**src/rtl/rv_pkg.sv**
```systemverilog
// Shared definitions for the RV32I front end: fetch FSM states, the canonical
// NOP, the reset PC default and a word-alignment helper.
package rv_pkg;

  localparam int XLEN = 32;

  localparam logic [XLEN-1:0] RESET_PC_DEFAULT = 32'h0000_0000;
  localparam logic [XLEN-1:0] NOP_INST         = 32'h0000_0013;

  typedef enum logic [1:0] {
    S_BOOT = 2'd0,
    S_REQ  = 2'd1,
    S_WAIT = 2'd2,
    S_HOLD = 2'd3
  } fetch_state_t;

  // Clearing the low two bits also covers the JALR rule of ignoring bit 0.
  function automatic logic [XLEN-1:0] word_align(input logic [XLEN-1:0] addr);
    return addr & ~XLEN'(3);
  endfunction

endpackage

```
**src/rtl/fetch_unit_if.sv**
```systemverilog
// Instruction-memory request/response channel between the fetch stage and
// a variable-latency instruction memory.
interface fetch_unit_if;
  import rv_pkg::*;

  logic            imem_req_valid;
  logic            imem_req_ready;
  logic [XLEN-1:0] imem_req_addr;
  logic            imem_rsp_valid;
  logic [XLEN-1:0] imem_rsp_data;

  modport master (
    output imem_req_valid,
    output imem_req_addr,
    input  imem_req_ready,
    input  imem_rsp_valid,
    input  imem_rsp_data
  );

  modport slave (
    input  imem_req_valid,
    input  imem_req_addr,
    output imem_req_ready,
    output imem_rsp_valid,
    output imem_rsp_data
  );

endinterface

```
**src/rtl/fetch_unit_next_pc_sel.sv**
```systemverilog
// Combinational next-PC selection: sequential increment, aligned branch/jump
// redirect, external flush (highest priority) and the misaligned-target flag.
module next_pc_sel
  import rv_pkg::*;
(
  input  logic [XLEN-1:0] pc,
  input  logic            retire,
  input  logic            pcmux_sel,
  input  logic [XLEN-1:0] alu_out,
  input  logic            flush_valid,
  input  logic [XLEN-1:0] flush_pc,
  output logic [XLEN-1:0] pc_plus4,
  output logic [XLEN-1:0] pc_next,
  output logic            pc_load,
  output logic            misalign
);

  logic [XLEN-1:0] redirect_pc;

  assign pc_plus4    = pc + XLEN'(4);
  assign redirect_pc = word_align(alu_out);

  // A flush overrides whatever the retiring instruction asked for.
  always_comb begin
    pc_next  = pc;
    pc_load  = 1'b0;
    misalign = 1'b0;
    if (flush_valid) begin
      pc_next = word_align(flush_pc);
      pc_load = 1'b1;
    end else if (retire) begin
      pc_load  = 1'b1;
      pc_next  = pcmux_sel ? redirect_pc : pc_plus4;
      misalign = pcmux_sel & alu_out[1];
    end
  end

endmodule

```
**src/rtl/fetch_unit.sv**
```systemverilog
// RV32I fetch stage: owns the PC, keeps one request outstanding to instruction
// memory and holds the fetched instruction until downstream retires it.
module fetch_unit
  import rv_pkg::*;
#(
  parameter logic [XLEN-1:0] RESET_PC = RESET_PC_DEFAULT,
  parameter int              CNT_W    = 32
) (
  input  logic             clk,
  input  logic             rst_n,
  fetch_unit_if.master     imem,
  output logic [XLEN-1:0]  inst,
  output logic [XLEN-1:0]  pc,
  output logic [XLEN-1:0]  pc_plus4,
  output logic             inst_valid,
  input  logic             inst_ready,
  input  logic             pcmux_sel,
  input  logic [XLEN-1:0]  alu_out,
  input  logic             flush_valid,
  input  logic [XLEN-1:0]  flush_pc,
  output logic             misalign_err,
  output logic [CNT_W-1:0] retire_count
);

  fetch_state_t    state;
  fetch_state_t    state_next;
  logic            drop_pending;
  logic            drop_next;
  logic            valid_next;
  logic            inst_load;
  logic            retire;
  logic [XLEN-1:0] pc_next;
  logic            pc_load;
  logic            misalign;

  assign imem.imem_req_addr = pc;

  next_pc_sel u_next_pc_sel (
    .pc          (pc),
    .retire      (retire),
    .pcmux_sel   (pcmux_sel),
    .alu_out     (alu_out),
    .flush_valid (flush_valid),
    .flush_pc    (flush_pc),
    .pc_plus4    (pc_plus4),
    .pc_next     (pc_next),
    .pc_load     (pc_load),
    .misalign    (misalign)
  );

  always_ff @(posedge clk or negedge rst_n) begin
    if (!rst_n) begin
      state        <= S_BOOT;
      drop_pending <= 1'b0;
    end else begin
      state        <= state_next;
      drop_pending <= drop_next;
    end
  end

  // drop_pending marks an outstanding request whose response belongs to a
  // PC that a flush has since abandoned.
  always_comb begin
    state_next = state;
    drop_next  = drop_pending;
    valid_next = inst_valid;
    inst_load  = 1'b0;
    retire     = 1'b0;
    case (state)
      S_BOOT: state_next = S_REQ;
      S_REQ: begin
        if (imem.imem_req_ready) begin
          state_next = S_WAIT;
          drop_next  = flush_valid;
        end
      end
      S_WAIT: begin
        if (imem.imem_rsp_valid) begin
          drop_next = 1'b0;
          if (drop_pending || flush_valid) begin
            state_next = S_REQ;
          end else begin
            state_next = S_HOLD;
            inst_load  = 1'b1;
            valid_next = 1'b1;
          end
        end else if (flush_valid) begin
          drop_next = 1'b1;
        end
      end
      S_HOLD: begin
        if (flush_valid) begin
          state_next = S_REQ;
          valid_next = 1'b0;
        end else if (inst_ready) begin
          state_next = S_REQ;
          valid_next = 1'b0;
          retire     = 1'b1;
        end
      end
      default: state_next = S_BOOT;
    endcase
  end

  always_ff @(posedge clk or negedge rst_n) begin
    if (!rst_n) begin
      pc                  <= word_align(RESET_PC);
      inst                <= NOP_INST;
      inst_valid          <= 1'b0;
      imem.imem_req_valid <= 1'b0;
      misalign_err        <= 1'b0;
      retire_count        <= '0;
    end else begin
      if (pc_load) begin
        pc <= pc_next;
      end
      if (inst_load) begin
        inst <= imem.imem_rsp_data;
      end
      inst_valid          <= valid_next;
      imem.imem_req_valid <= (state_next == S_REQ);
      misalign_err        <= misalign;
      if (retire) begin
        retire_count <= retire_count + CNT_W'(1);
      end
    end
  end

endmodule

```
**src/flat_wrapper.sv**
```systemverilog
// flat-port wrapper written by rule: the top's interface ports become plain ports
module fetch_unit_flat import rv_pkg::*;
#(
  parameter logic [XLEN-1:0] RESET_PC = RESET_PC_DEFAULT,
  parameter int              CNT_W    = 32
)
  (clk, rst_n, inst, pc, pc_plus4, inst_valid, inst_ready, pcmux_sel, alu_out, flush_valid, flush_pc, misalign_err, retire_count, imem_imem_req_valid, imem_imem_req_addr, imem_imem_req_ready, imem_imem_rsp_valid, imem_imem_rsp_data);
  fetch_unit_if imem_i ();
  input  logic clk;
  input  logic rst_n;
  output logic [XLEN-1:0] inst;
  output logic [XLEN-1:0] pc;
  output logic [XLEN-1:0] pc_plus4;
  output logic inst_valid;
  input  logic inst_ready;
  input  logic pcmux_sel;
  input  logic [XLEN-1:0] alu_out;
  input  logic flush_valid;
  input  logic [XLEN-1:0] flush_pc;
  output logic misalign_err;
  output logic [CNT_W-1:0] retire_count;
  output wire logic [$bits(imem_i.imem_req_valid)-1:0] imem_imem_req_valid;
  output wire logic [$bits(imem_i.imem_req_addr)-1:0] imem_imem_req_addr;
  input wire logic [$bits(imem_i.imem_req_ready)-1:0] imem_imem_req_ready;
  input wire logic [$bits(imem_i.imem_rsp_valid)-1:0] imem_imem_rsp_valid;
  input wire logic [$bits(imem_i.imem_rsp_data)-1:0] imem_imem_rsp_data;
  assign imem_imem_req_valid = imem_i.imem_req_valid;
  assign imem_imem_req_addr = imem_i.imem_req_addr;
  assign imem_i.imem_req_ready = imem_imem_req_ready;
  assign imem_i.imem_rsp_valid = imem_imem_rsp_valid;
  assign imem_i.imem_rsp_data = imem_imem_rsp_data;
  fetch_unit #(.RESET_PC(RESET_PC), .CNT_W(CNT_W)) u_core (.clk(clk), .rst_n(rst_n), .imem(imem_i), .inst(inst), .pc(pc), .pc_plus4(pc_plus4), .inst_valid(inst_valid), .inst_ready(inst_ready), .pcmux_sel(pcmux_sel), .alu_out(alu_out), .flush_valid(flush_valid), .flush_pc(flush_pc), .misalign_err(misalign_err), .retire_count(retire_count));
endmodule
```
**config.mk**
```make
export PLATFORM = sky130hd
export DESIGN_NAME = fetch_unit_flat
export DESIGN_NICKNAME = d
export VERILOG_FILES = /design/src/rtl/rv_pkg.sv /design/src/rtl/fetch_unit_if.sv /design/src/rtl/fetch_unit_next_pc_sel.sv /design/src/rtl/fetch_unit.sv /design/src/flat_wrapper.sv
export SDC_FILE = /design/constraint.sdc
export NUM_CORES = 1
export LEC_CHECK = 0
export ABC_AREA = 1
export CAP_MARGIN = 20
export CELL_PAD_IN_SITES_DETAIL_PLACEMENT = 0
export CELL_PAD_IN_SITES_GLOBAL_PLACEMENT = 1
export CORE_UTILIZATION = 30
export CTS_CLUSTER_DIAMETER = 150
export DETAILED_ROUTE_END_ITERATION = 6
export GPL_ROUTABILITY_DRIVEN = 0
export PLACE_DENSITY_LB_ADDON = 0.1
export SLEW_MARGIN = 0
export SYNTH_ARGS = -nofsm -noshare
export SYNTH_HDL_FRONTEND = slang
export SYNTH_SLANG_ARGS = --single-unit
```
**constraint.sdc**
```tcl
create_clock -name clk -period 2.05 [get_ports clk]
set_input_delay 0.3075 -clock clk [delete_from_list [all_inputs] [get_ports clk]]
set_output_delay 0.3075 -clock clk [all_outputs]
set_load 0.02 [all_outputs]
```
==> run summary, run 1 <==
Status: finished, violations left
Failing checks: negative setup slack
Core Box Area: 20200 um2
PwrDens: 902 nW/um2
Latest clock arrival within the worst-skew pair: 0.36 ns
Post-synth top area share: 0.391
H-tree levels: 3
WL/cell: 14.9 um
Pin count of the biggest net entering global routing: 42
Crit. End Element: output port
DRT Pass-1 Iters: 5
Clock Skew: 0.0120 ns
R2R Path Start: u_core.imem.imem_req_addr[5]$_DFFE_PN0P_
Hpwl dp: 16100 um
VDD IR-drop max: 0.539 mV
Final Critical Period: 2.20 ns
Proportion of synthesized area in mux cells: 0.0581
Worst Reg-to-Reg Cells: 15
CTS tree: done
Post-synthesis async set-or-reset flop share: 1.00
Reg clk slew, reported paths: 0.09 ns
Fin crit share: 1.07
Seq/Total Area, Yosys: 0.404
Top_reg_cell synth: dfrtp_1
Arr. time, crit path: 1.89 ns
Worst setup path end: pc_plus4[26]
Worst slew pin tran: 0.581 ns
EDFF count, synth: 0
Vias in the first global route: 6155
Layout cells sized above 1: 0.257
Clock Root Buffer: clkbuf_16
Mapped Cells: 793
Setup slack after layout: -0.149 ns
Port bufs: 256
RSZ-0062 raised after global routing: true
Final nets: 1231
Worst slack, placed: -0.215 ns
CTS Buf Count: 9
Fmax: 455 MHz
Data required, critical path: 1.74 ns
Drt via density: 4.43
Initial Util: 0.307
Ports: 266
GRT Overall Usage: 0.201
Synth Area in Compound Gates: 0.0468
Final hold violation count: 0
Synth cell types: 41
Die area: 21300 um2
Final antenna diode count: 0
Worst Setup SP: u_core.imem.imem_req_addr[3]$_DFFE_PN0P_
Post-Synth XOR/XNOR Area: 0.0625
Area share of fa/ha/maj cells after synthesis: 0.00403
Drt drc: 0
R2R Setup Slk: 0.22 ns
Cell Area, Synth: 6200 um2
R2R Path End: u_core.imem.imem_req_addr[23]$_DFFE_PN0P_
CP startpoint kind: register
Hold/Removal Path Class: input pin to asynchronous set/reset pin
Synth-to-layout area growth: 65.9%
Die Y-Extent: 146 um
FP Rows: 52
Global-route wire length before repair: 33300 um
Vias: 6200
Total power draw: 9.28 mW
Iter 0 DRT Violations: 185
Placed cell count: 1352
Type of the worst setup path: register to output port
Clk sink count: 100
Fill cell total of the finished layout: 2028
Yosys warnings: 0
Remaining Overflow, GRT: 0
Count leader, synth: nand2_1
Final wirelength: 20900 um
Synth area leaders: dfrtp_1 39%, nand2_1 15%, nor2_1 6.2%
Biggest area consumer among synthesized cells: dfrtp_1
Largest family of logic cells by synthesized area: simple AND/OR/NAND/NOR gates
Max-cap violations: 0
Lkg Pwr: 4.62 nW
Worst-path fanout max: 4
FF+latch count, synth: 100
Max-slew headroom: 0.612
Non-filler cells, final: 1401
Clock tree buffer depth: 2
Synth Area in Simple Gates: 0.322
Final setup viols: 15
Antenna viol nets, final: 0
Final TNS setup: -0.927 ns
Initial antenna violation count: 0
Mean Syn Cell Area: 7.82 um2
Pins Over Slew Limit: 0
Synth top cells by count: 255 x nand2_1, 102 x nor2_1, 97 x dfrtp_1
Die X-Extent: 146 um
[worst min path at each step]
| stage | startpoint | to | slack [ns] |
|---|---|---|---|
| 4_1_cts | alu_out[1] | u_core.misalign_err$_DFF_PN0_ | 0.48 |
| 2_1_floorplan | rst_n | u_core.drop_pending$_DFFE_PN0P_ | 0.01 |
| 3_5_place_dp | rst_n | u_core.imem.imem_req_addr[17]$_DFFE_PN0P_ | 0.35 |
| 3_3_place_gp | rst_n | u_core.imem.imem_req_addr[17]$_DFFE_PN0P_ | 0.35 |
| 5_1_grt | alu_out[1] | u_core.misalign_err$_DFF_PN0_ | 0.51 |
| 6_report | rst_n | u_core.imem.imem_req_addr[17]$_DFFE_PN0P_ | 0.49 |
[registers in the layout, summed over array words and instances (netlist names)]
name                        count
u_core.misalign_err             1
u_core.state                    2
u_core.inst_valid               1
u_core.imem.imem_req_addr      30
u_core.drop_pending             1
u_core.inst                    32
u_core.imem.imem_req_valid      1
u_core.retire_count            32
[per-stage QoR]
step | hold WS [ns] | util | area, um2
after floorplan | 0.0119 | - | 6220
after global placement | 0.345 | 0.466 | 9440
after detailed placement | 0.346 | 0.466 | 9440
after CTS | 0.478 | 0.493 | 9980
after global routing | 0.515 | 0.509 | 10300
final | 0.492 | 0.509 | 10300
[what timing repair did]
| item | in CTS | in global routing |
|---|---|---|
| setup endpoints to repair | 28 | 29 |
| hold endpoints to repair | 35 | 0 |
| pin swaps | 18 | 21 |
| resized for setup | 161 | 54 |
| hold buffers | 1 | 0 |
| setup buffers | 15 | 17 |
[cell type report]
cell class	count	area (um2)	area share
Multi-Input combinational cell	576	3350	0.325
Clock inverter	7	76.3	0.00741
Sequential cell	100	2510	0.244
Clock buffer	9	225	0.0219
Tap cell	270	338	0.0328
Timing Repair Buffer	372	3540	0.344
Inverter	67	254	0.0247
[per-layer routing]
layer	vias to the layer above	share of wire	track usage
met3	15	0.053	0.0417
met2	192	0.52	0.368
met1	2877	0.41	0.241
met4	0	0.011	0.0379
li1	3116	-	-
met5	-	0	0
[critical path, stage by stage, from the launching register on]
cell and delay, ns:
dfrtp_1 0.40, ha_2 0.22, nand3_2 0.10, inv_2 0.08
nand2_4 0.08, nor2_4 0.19, nand3_2 0.11, xor2_2 0.22
buf_6 0.14
[cell families after synthesis]
| kind of cell | count (synthesis) |
|---|---|
| other cells | 1 |
| xor+xnor | 40 |
| mux | 32 |
| flops | 100 |
| fa+ha+maj | 2 |
| buf+inv | 122 |
| simple gates | 449 |
| compound gates | 47 |
[cell usage in the layout, fill, tap and decap left out, types with 8 or more instances in the layout]
cell             instances
xnor2_1                  8
nand2_2                 20
mux2_2                  32
nand2_1                240
nor2_1                  92
nor3_1                  10
nand3_2                  9
o21ai_0                 14
buf_4                  103
xor2_2                  10
clkdlybuf4s50_1        226
a21oi_1                 18
inv_1                   59
buf_6                   27
nor2_4                  18
clkbuf_16                9
nand3_1                 24
dfrtp_1                 95
xor2_1                  19
[power breakdown]
part / internal [mW] / switching (mW) / leakage [nW] / total (mW)
logic: 2.30 / 2.30 / 3.22 / 4.59
registers: 2.51 / 0.391 / 1.25 / 2.90
clock network: 0.872 / 0.919 / 0.149 / 1.79
Note: power is estimated with default switching activity, not from simulation.
==> run 2: changes to the inputs <==
Settings changed: MAX_ROUTING_LAYER set to met4.
==> run summary, run 2 (synthesis gave the netlist of run 1 again) <==
WL/cell: 15.0 um (was 14.9 um)
Drt drc: 0 (unchanged)
Drt via density: 4.42 (was 4.43)
CTS Buf Count: 9 (unchanged)
FP Rows: 52 (unchanged)
CTS tree: done (unchanged)
Max-slew headroom: 0.612 (about the same)
Worst slack, placed: -0.215 ns (unchanged)
Clock tree buffer depth: 2 (unchanged)
Antenna viol nets, final: 0 (unchanged)
Vias: 6187 (was 6200)
Hpwl dp: 16100 um (unchanged)
Clock Root Buffer: clkbuf_16 (unchanged)
Fill cell total of the finished layout: 2026 (was 2028)
Vias in the first global route: 6185 (was 6155)
Hold/Removal Path Class: input pin to asynchronous set/reset pin (unchanged)
Worst-path fanout max: 4 (unchanged)
H-tree levels: 3 (unchanged)
Final hold violation count: 0 (unchanged)
Non-filler cells, final: 1401 (unchanged)
Die Y-Extent: 146 um (unchanged)
Remaining Overflow, GRT: 0 (unchanged)
Core Box Area: 20200 um2 (unchanged)
Max-cap violations: 0 (unchanged)
Hold_ws: 0.495 ns (was 0.492 ns)
RSZ-0062 raised after global routing: true (unchanged)
Ports: 266 (unchanged)
Lkg Pwr: 4.62 nW (about the same)
Type of the worst setup path: register to output port (unchanged)
Most frequent cells in the layout: 240 x nand2_1, 226 x clkdlybuf4s50_1, 102 x buf_4 (was 240 x nand2_1, 226 x clkdlybuf4s50_1, 103 x buf_4)
Port bufs: 256 (unchanged)
Initial antenna violation count: 0 (unchanged)
Total power draw: 9.28 mW (about the same)
Pins Over Slew Limit: 0 (unchanged)
Clk sink count: 100 (unchanged)
Setup slack after layout: -0.150 ns (was -0.149 ns)
Fin crit share: 1.07 (about the same)
Final Critical Period: 2.20 ns (about the same)
Final wirelength: 21000 um (was 20900 um)
Synth-to-layout area growth: 66.0% (was 65.9%)
Iter 0 DRT Violations: 215 (was 185)
Initial Util: 0.307 (unchanged)
Final setup viols: 16 (was 15)
Reg clk slew, reported paths: 0.08 ns (was 0.09 ns)
Layout cells sized above 1: 0.257 (unchanged)
Worst slew pin tran: 0.582 ns (was 0.581 ns)
Status: finished, violations left (unchanged)
Pin count of the biggest net entering global routing: 42 (unchanged)
GRT Overall Usage: 0.207 (was 0.201)
Data required, critical path: 1.74 ns (about the same)
Die area: 21300 um2 (unchanged)
VDD IR-drop max: 0.539 mV (about the same)
Final nets: 1231 (unchanged)
Global-route wire length before repair: 33200 um (was 33300 um)
DRT Pass-1 Iters: 4 (was 5)
CP startpoint kind: register (unchanged)
Most common cell after layout, fill and taps aside: nand2_1 (unchanged)
Failing checks: negative setup slack (unchanged)
Placed cell count: 1352 (unchanged)
Arr. time, crit path: 1.89 ns (about the same)
Latest clock arrival within the worst-skew pair: 0.35 ns (was 0.36 ns)
Final antenna diode count: 0 (unchanged)
Die X-Extent: 146 um (unchanged)
Final TNS setup: -0.968 ns (was -0.927 ns)
Clock Skew: 0.0119 ns (was 0.0120 ns)
Crit. End Element: output port (unchanged)
Fmax: 455 MHz (about the same)
PwrDens: 901 nW/um2 (was 902 nW/um2)
==> run 2: cell counts in the layout (fill, tap and decap cells not counted) <==
Identical to the previous run, type by type.
==> run 2: power by group <==
group / total, mW / internal (mW) / switching (mW)
clock: 1.78 / 0.872 / 0.913
combinational: 4.60 / 2.30 / 2.30
sequential: 2.90 / 2.51 / 0.392
total: 9.28 / 5.68 / 3.61
==> run 2: cell type report <==
| type | instances | area [um2] | area share |
|---|---|---|---|
| inverters | 67 | 254 | 0.0247 |
| flip-flops and latches | 100 | 2510 | 0.244 |
| multi-input cells | 576 | 3350 | 0.325 |
| clock buffers | 9 | 225 | 0.0219 |
| well taps | 270 | 338 | 0.0328 |
| clock inverters | 7 | 76.3 | 0.00741 |
| repair buffers | 372 | 3550 | 0.344 |
==> run 2: final timing paths <==
kind | startpoint | end | slack (ns) | cells past startpoint
max | u_core.imem.imem_req_addr[3]$_DFFE_PN0P_ | pc_plus4[26] | -0.15 | 8
min | rst_n | u_core.imem.imem_req_addr[17]$_DFFE_PN0P_ | 0.49 | 2
max reg2reg | u_core.imem.imem_req_addr[5]$_DFFE_PN0P_ | u_core.imem.imem_req_addr[23]$_DFFE_PN0P_ | 0.22 | 15
min reg2reg | u_core.retire_count[28]$_DFFE_PN0P_ | u_core.retire_count[28]$_DFFE_PN0P_ | 0.51 | 1
max in group asynchronous | rst_n | u_core.retire_count[30]$_DFFE_PN0P_ | 0.92 | 3
min in group clk | alu_out[1] | u_core.misalign_err$_DFF_PN0_ | 0.50 | 3
==> run 2: layer usage <==
metal	track usage	part of all wire	vias to the layer above
met4	0.0379	0.011	0
met3	0.0348	0.041	14
met5	-	0	-
met2	0.369	0.52	176
li1	-	-	3111
met1	0.246	0.42	2886
==> run 2: critical path, stage by stage (launching register included) <==
cell	delay, ns
dfrtp_1	0.40
ha_2	0.22
nand3_2	0.10
inv_2	0.07
nand2_4	0.08
nor2_4	0.19
nand3_2	0.11
xor2_2	0.22
buf_6	0.14
==> run 2: timing repair <==
action                                  in CTS  in global routing
pin swaps                                   18                 21
gates cloned                                 0                  0
endpoints found under the setup margin      28                 29
endpoints found under the hold margin       35                  0
hold buffers                                 1                  0
gates resized for setup                    161                 56
setup buffers                               15                 17
==> run 2: through the flow <==
| step | util | cell area, um2 |
|---|---|---|
| global placement | 0.466 | 9440 |
| CTS | 0.493 | 9980 |
| floorplan | - | 6220 |
| finish | 0.509 | 10300 |
| detailed placement | 0.466 | 9440 |
| global route | 0.509 | 10300 |
